`src/rtl/seq_mult_pkg.sv`:
```
// Shared state encoding and width helpers for the shift-add seq_multiplier.
package seq_mult_pkg;

    typedef enum logic [1:0] {
        IDLE = 2'd0,
        RUN  = 2'd1,
        DONE = 2'd2
    } state_t;

    function automatic int cnt_width(input int width);
        return (width > 1) ? $clog2(width) : 1;
    endfunction

    function automatic int prod_width(input int width);
        return 2 * width;
    endfunction

endpackage

```
`src/rtl/mult_add_stage.sv`:
```
// WIDTH-bit combinational adder with carry-out: one partial-product step.
module mult_add_stage #(
    parameter int WIDTH = 8
) (
    input  logic [WIDTH-1:0] i_a,
    input  logic [WIDTH-1:0] i_b,
    output logic [WIDTH-1:0] o_sum,
    output logic             o_cout
);

    assign {o_cout, o_sum} = {1'b0, i_a} + {1'b0, i_b};

endmodule

```
`src/rtl/seq_multiplier.sv`:
```
// Sequential shift-add multiplier, WIDTH RUN cycles per product.
// Optional two's-complement mode with macro SEQ_MULTIPLIER_SIGNED_EN.
module seq_multiplier
    import seq_mult_pkg::*;
#(
    parameter int WIDTH = 8
) (
    input  logic               clk,
    input  logic               rst,
    input  logic               start,
    input  logic [WIDTH-1:0]   a,
    input  logic [WIDTH-1:0]   b,
`ifdef SEQ_MULTIPLIER_SIGNED_EN
    input  logic               signed_mode,
`endif
    output logic               busy,
    output logic               done,
    output logic [2*WIDTH-1:0] p
);

    localparam int CW = cnt_width(WIDTH);
    localparam int PW = prod_width(WIDTH);
    localparam logic [CW-1:0] CNT_LOAD = CW'(WIDTH - 1);

    state_t           r_state;
    state_t           w_state_nxt;
    logic [WIDTH-1:0] r_mcand;
    logic [PW-1:0]    r_acc;
    logic [CW-1:0]    r_cnt;
    logic             r_neg;
    logic [PW-1:0]    r_p;

    logic [WIDTH-1:0] w_a_mag;
    logic [WIDTH-1:0] w_b_mag;
    logic             w_neg;
    logic [WIDTH-1:0] w_addend;
    logic [WIDTH-1:0] w_sum;
    logic             w_cout;
    logic [PW-1:0]    w_acc_nxt;
    logic [PW-1:0]    w_prod;

`ifdef SEQ_MULTIPLIER_SIGNED_EN
    // Signed mode runs the unsigned datapath on magnitudes; sign is restored at the end
    always_comb begin
        w_a_mag = a;
        w_b_mag = b;
        w_neg   = 1'b0;
        if (signed_mode) begin
            if (a[WIDTH-1]) w_a_mag = -a;
            if (b[WIDTH-1]) w_b_mag = -b;
            w_neg = a[WIDTH-1] ^ b[WIDTH-1];
        end
    end
`else
    assign w_a_mag = a;
    assign w_b_mag = b;
    assign w_neg   = 1'b0;
`endif

    assign w_addend = r_acc[0] ? r_mcand : '0;

    mult_add_stage #(
        .WIDTH (WIDTH)
    ) u_add (
        .i_a    (r_acc[PW-1:WIDTH]),
        .i_b    (w_addend),
        .o_sum  (w_sum),
        .o_cout (w_cout)
    );

    assign w_acc_nxt = {w_cout, w_sum, r_acc[WIDTH-1:1]};
    assign w_prod    = r_neg ? -w_acc_nxt : w_acc_nxt;

    always_ff @(posedge clk or posedge rst) begin
        if (rst) begin
            r_state <= IDLE;
        end else begin
            r_state <= w_state_nxt;
        end
    end

    always_comb begin
        w_state_nxt = r_state;
        unique case (r_state)
            IDLE:    if (start) w_state_nxt = RUN;
            RUN:     if (r_cnt == '0) w_state_nxt = DONE;
            DONE:    w_state_nxt = IDLE;
            default: w_state_nxt = IDLE;
        endcase
    end

    // Product lands in p on the edge entering DONE so it is valid with done
    always_ff @(posedge clk or posedge rst) begin
        if (rst) begin
            r_mcand <= '0;
            r_acc   <= '0;
            r_cnt   <= '0;
            r_neg   <= 1'b0;
            r_p     <= '0;
        end else begin
            unique case (r_state)
                IDLE: begin
                    if (start) begin
                        r_mcand <= w_a_mag;
                        r_acc   <= {{WIDTH{1'b0}}, w_b_mag};
                        r_cnt   <= CNT_LOAD;
                        r_neg   <= w_neg;
                    end
                end
                RUN: begin
                    r_acc <= w_acc_nxt;
                    r_cnt <= r_cnt - CW'(1);
                    if (r_cnt == '0) r_p <= w_prod;
                end
                default: ;
            endcase
        end
    end

    assign busy = (r_state == RUN);
    assign done = (r_state == DONE);
    assign p    = r_p;

endmodule

```
`config.mk`:
```
export PLATFORM = sky130hd
export DESIGN_NAME = seq_multiplier
export DESIGN_NICKNAME = d
export VERILOG_FILES = /design/src/rtl/seq_mult_pkg.sv /design/src/rtl/mult_add_stage.sv /design/src/rtl/seq_multiplier.sv
export SDC_FILE = /design/constraint.sdc
export NUM_CORES = 1
export LEC_CHECK = 0
export BUFFER_PORTS_ARGS = -buffer_cell sky130_fd_sc_hd__buf_2
export CORE_UTILIZATION = 30
export DETAILED_ROUTE_END_ITERATION = 12
export HOLD_SLACK_MARGIN = 0.12
export PLACE_DENSITY = 0.49
export SYNTH_ARGS = -nofsm -noshare
export SYNTH_HDL_FRONTEND = slang
export SYNTH_SLANG_ARGS = --single-unit
```
`constraint.sdc`:
```
create_clock -name clk -period 3.15 [get_ports clk]
set_clock_uncertainty 0.2 [all_clocks]
set_input_delay 0.315 -clock clk [delete_from_list [all_inputs] [get_ports clk]]
set_output_delay 0.315 -clock clk [all_outputs]
set_load 0.005 [all_outputs]
```
## After elaboration in Yosys (flattened, before gate mapping)

Cells that the tools add are included.

- Register bits after elaboration: 45
- Logic and storage cells: 26

- Mux-type cells: 8
- Add/sub/neg operators: 2
- Equality and inequality tests: 4
- Reduce and logical (&&, ||, !) cells: 7

Operators with widths:

| operator | count |
|---|---|
| 16-bit one-hot mux with 2 select lines | 1 |
| 16-bit 2-to-1 mux | 1 |
| 8-bit by 8-bit adder with 9-bit output | 1 |
| 8-bit 2-to-1 mux | 1 |
| 2-bit AND reduction | 4 |
| 3-bit one-hot mux with 2 select lines | 1 |
| 2-bit 2-to-1 mux | 2 |
| 2-bit one-hot mux with 2 select lines | 1 |
| 3-bit zero test | 1 |
| 3-bit 2-to-1 mux | 1 |
| 3-bit by 1-bit subtractor with 3-bit output (second input constant) | 1 |
| 2-bit by 1-bit == test with 1-bit output (second input constant) | 1 |
| 2-bit == test (second input constant) | 1 |
| 2-bit zero test | 1 |
| 2-bit by 1-bit != test with 1-bit output (second input constant) | 1 |
| 2-bit != test (second input constant) | 1 |
| 2-bit nonzero test | 1 |

## Depth between registers and ports, before layout

- Word-level depth: 3
- Mapped depth: 8
- Gate-level depth less buffers: 7

## Cells and area by module

A second synthesis with hierarchy kept.

- Cells, all modules: 180
- Area, all modules: 2149.6 um2

Modules (own cells, without submodules):

| module | sequential area each (um2) | cells an instance | area an instance (um2) | times used |
|---|---|---|---|---|
| seq_multiplier | 1126.1 | 138 | 1825.5 | 1 |
| mult_add_stage | 0.0 | 42 | 324.1 | 1 |

## Worst setup path before layout

No wires, ideal clock.

- Path kind: reg2reg
- From: register r_acc[0]
- To: register r_p[13] (netlist: p[13])
- Data arrival time: 2.001 ns
- Period minus slack after synthesis: 2.326 ns
- Setup slack: 0.824 ns
- Setup time: 0.125 ns
- Cell stages (with the launch flop): 8
- Cell sequence: dfrtp_1 -> and2_1 -> ha_1 -> fa_1 -> a21o_1 -> a221oi_4 -> xnor2_1 -> mux2_4

- Cells in the longest elaborated chain, start to end: 2

RTL lines:

| what | line | source |
|---|---|---|
| start: declaration | seq_multiplier.sv:28 | `logic [PW-1:0] r_acc;` |
| start signal: assignment | seq_multiplier.sv:105 | `r_acc <= {{WIDTH{1'b0}}, w_b_mag};` |
| start signal: assignment | seq_multiplier.sv:111 | `r_acc <= w_acc_nxt;` |
| 8-bit 2-to-1 mux | seq_multiplier.sv:60 | `assign w_addend = r_acc[0] ? r_mcand : '0;` |
| 8-bit by 8-bit adder with 9-bit output | mult_add_stage.sv:11 | `assign {o_cout, o_sum} = {1'b0, i_a} + {1'b0, i_b};` |
| end signal: assignment | seq_multiplier.sv:113 | `if (r_cnt == '0) r_p <= w_prod;` |
| end: declaration | seq_multiplier.sv:31 | `logic [PW-1:0] r_p;` |

No other way between the ends.
A chain may end at the register's enable or synchronous reset.

## Worst setup path after layout

Ends and elaborated chain as after synthesis.

==> key figures <==
Setup path
  – Critical Path AT: ~2.5 ns
  – Max incr delay on CP: between 0.4 and 0.5 ns
  – Worst reg2reg setup slack: between 0.6 and 0.7 ns
  – Worst reg-to-reg path cell count: 7
  – Critical path launch point type: flip-flop
  – Crit path max-delay cell type: dfrtp_1
  – CP Class: flip-flop to flip-flop
  – CP required: roughly 3.1 ns
  – Crit path max fanout: 10
  – Crit end category: flip-flop
  – Reg2reg end: p[13]$_DFFE_PP0P_
  – RR Startpoint: r_acc[0]$_DFFE_PP0P_
  – Worst-path cell chain: and2_1, ha_1, fa_1, a21o_1, a221oi_4, xnor2_1, mux2_4

STA
  – Max Transition Viols Final: 0
  – Setup Viol. Count Final: 0
  – Final period util: 0.793
  – Unrepaired setup endpoints after global routing: false
  – Least-Margin Pin Slew: 0.988 ns
  – Setup Total Neg Slack: 0 ns
  – Fmax: between 400 and 500 MHz
  – Final min period: between 2 and 2.5 ns
  – Final hold viol count: 0
  – Worst slew margin relative to its limit: 0.341

Clock network
  – Post-CTS setup buffers: 0
  – Root buffer cell: clkbuf_8
  – Register clock-pin slew on the reported worst setup and hold paths: ~0.090 ns
  – Resize count post-CTS: 0
  – Clk_lat worst skew: about 0.3 ns
  – TritonCTS Buffers: 5
  – Clock sink count: 45
  – TritonCTS clock tree: built
  – H-tree depth: 2
  – Hold-fix buffers, CTS: 16
  – CTS Buffer Depth: 2

Final layout
  – Final nets: between 200 and 300
  – Area growth syn-to-layout: 25.0%
  – Share of post-route cells with drive strength above 1: 0.205
  – # fillers: 719
  – Number of diodes: 0

Global route
  – Initial antenna violation count: 0
  – Vias in the first global route: 1569
  – Grt ovf: 0
  – Largest net degree at the start of global routing: 46
  – First-pass GRT wire length: about 8000 um
  – Total GRT Usage: 0.137

Min path
  – Worst hold path stage count: 3
  – HP Class: input pin to flip-flop
  – Hold Path Sink: r_acc[0]$_DFFE_PP0P_
  – Worst hold start: b[0]

Power and ir drop
  – Leakage power: 1.35 nW
  – Largest vdd supply drop: ~280 uV
  – Pwr dens: slightly below 900 mW/mm2
  – Design Power: ~2.4 mW

Synthesis
  – Syn_area_per_cell: about 10 um2
  – Top FF cell, synth: dfrtp_1
  – Syn Nets: 244
  – Yosys cell types: 39
  – Synthesis warning total: 0
  – Seq/Total Area, Yosys: 0.508
  – Cells after Synth: about 210
  – Ys async rst share: 1.00
  – Post-synth EDFFs: 0
  – Netlist Area Pre-Place: between 0.002 and 0.0025 mm2
  – #FFs+latches synth: between 40 and 50

Routing
  – DRT antenna net count: 0
  – WL/cell: roughly 13 um
  – 1st-iter DRT viols: 66
  – DR DRC count: 0
  – First-pass iteration count of the detailed router: 4
  – Drt total wl: around 4800 um
  – DR vias/cell: roughly 4.5
  – Vias: between 1500 and 2000

Run
  – Max Cap Viol: 0

Place
  – Hpwl dp: roughly 3300 um
  – RD Place Congestion: approximately 0.75
  – I/O Buffers: 36

Floorplanning
  – Core Box Area: 0.00698 mm2
  – Area of the die: 0.00774 mm2
  – # rows: 30
  – Initial core utilization: 0.318
  – I/O Pins: 37
  – Chip width: 88.0 um
  – Chip Height: 88.0 um

Status
  – Status: completed
==> report_power, final <==
part | switching (mW) | total (mW) | leakage (nW) | internal (mW)
registers | 0.180 | 1.01 | 0.568 | 0.828
clock network | 0.213 | 0.451 | 0.0543 | 0.238
logic | 0.494 | 0.950 | 0.727 | 0.456
total | 0.887 | 2.41 | 1.35 | 1.52
==> Yosys cell counts (3+ instances only) <==
| library cell | instances | area share |
|---|---|---|
| nor2b_1 | 11 | 0.031 |
| xnor2_1 | 4 | 0.016 |
| a21o_1 | 3 | 0.010 |
| a22o_1 | 3 | 0.012 |
| dfrtp_1 | 45 | 0.51 |
| nand2_1 | 40 | 0.068 |
| a22oi_1 | 10 | 0.034 |
| and2_1 | 8 | 0.023 |
| clkbuf_1 | 5 | 0.0085 |
| inv_1 | 4 | 0.0068 |
| a21oi_1 | 14 | 0.032 |
| mux2_1 | 8 | 0.041 |
| o21ai_0 | 18 | 0.041 |
| ha_1 | 10 | 0.056 |
==> registers in the layout (all words and copies together) (netlist names) <==
register and cells:
r_state 2, r_cnt 3, p 16, r_mcand 8
r_acc 16
==> per-layer routing <==
layer,routed length [um],track usage
met5,0,0
met4,69,0.0492
met3,129,0.0254
met2,2020,0.197
met1,2620,0.204
==> layout by cell type (no fill, tap or decap), drive strengths merged, types with 4 or more instances in the layout <==
cell         count
a22oi           10
dfrtp           45
dlygate4sd3     16
nand2           40
nor2b           11
clkbuf           5
ha              10
buf             39
xnor2            4
and2             8
o21ai           18
inv              6
a21oi           14
mux2            10
==> final cells by class <==
| cell class | instances | area, um2 | share of cell area |
|---|---|---|---|
| tap | 96 | 120 | 0.0433 |
| sequential | 45 | 1130 | 0.406 |
| timing repair buffer | 55 | 363 | 0.131 |
| multi-input combinational | 154 | 1030 | 0.370 |
| clock buffer | 5 | 68.8 | 0.0248 |
| clock inverter | 3 | 46.3 | 0.0167 |
| inverter | 6 | 22.5 | 0.00812 |
==> logic make-up (layout without fill, tap and decap cells) <==
logic type	after synthesis	in the layout	synth area share
and+or+nand+nor	71	71	0.155
AOI/OAI and AO/OA	57	57	0.169
DFF	45	45	0.508
buffers and inverters	15	69	0.0299
adders and majority gates	11	11	0.0654
muxes	11	11	0.0570
xor gates and xnor gates	4	4	0.0158
==> worst max-delay path, delay by kind of cell, from the launching register on <==
kind,cells,cell delay (ns)
mux,1,0.26
simple gates,1,0.20
xor+xnor,1,0.13
compound gates,2,0.54
flops,1,0.46
fa+ha+maj,2,0.61
==> per-stage QoR <==
stage	instances	utilization	setup slack [ns]	hold WS [ns]	cell area [um2]
after floorplan	214	-	0.824	0.249	2220
after global placement	340	0.358	0.714	0.255	2500
after detailed placement	340	0.358	0.678	0.258	2500
after CTS	364	0.397	0.652	0.139	2770
after global routing	364	0.397	0.540	0.153	2770
final	364	0.397	0.651	0.135	2770
==> worst max path at each step <==
stage	startpoint	end	slack [ns]
finish	r_acc[0]$_DFFE_PP0P_	p[13]$_DFFE_PP0P_	0.65
global route	r_acc[0]$_DFFE_PP0P_	p[13]$_DFFE_PP0P_	0.54
CTS	r_acc[0]$_DFFE_PP0P_	p[13]$_DFFE_PP0P_	0.65
detailed placement	r_acc[0]$_DFFE_PP0P_	p[13]$_DFFE_PP0P_	0.68
global placement	r_acc[0]$_DFFE_PP0P_	p[13]$_DFFE_PP0P_	0.71
floorplan	r_acc[0]$_DFFE_PP0P_	p[13]$_DFFE_PP0P_	0.82
Note: power is estimated with default switching activity, not from simulation.
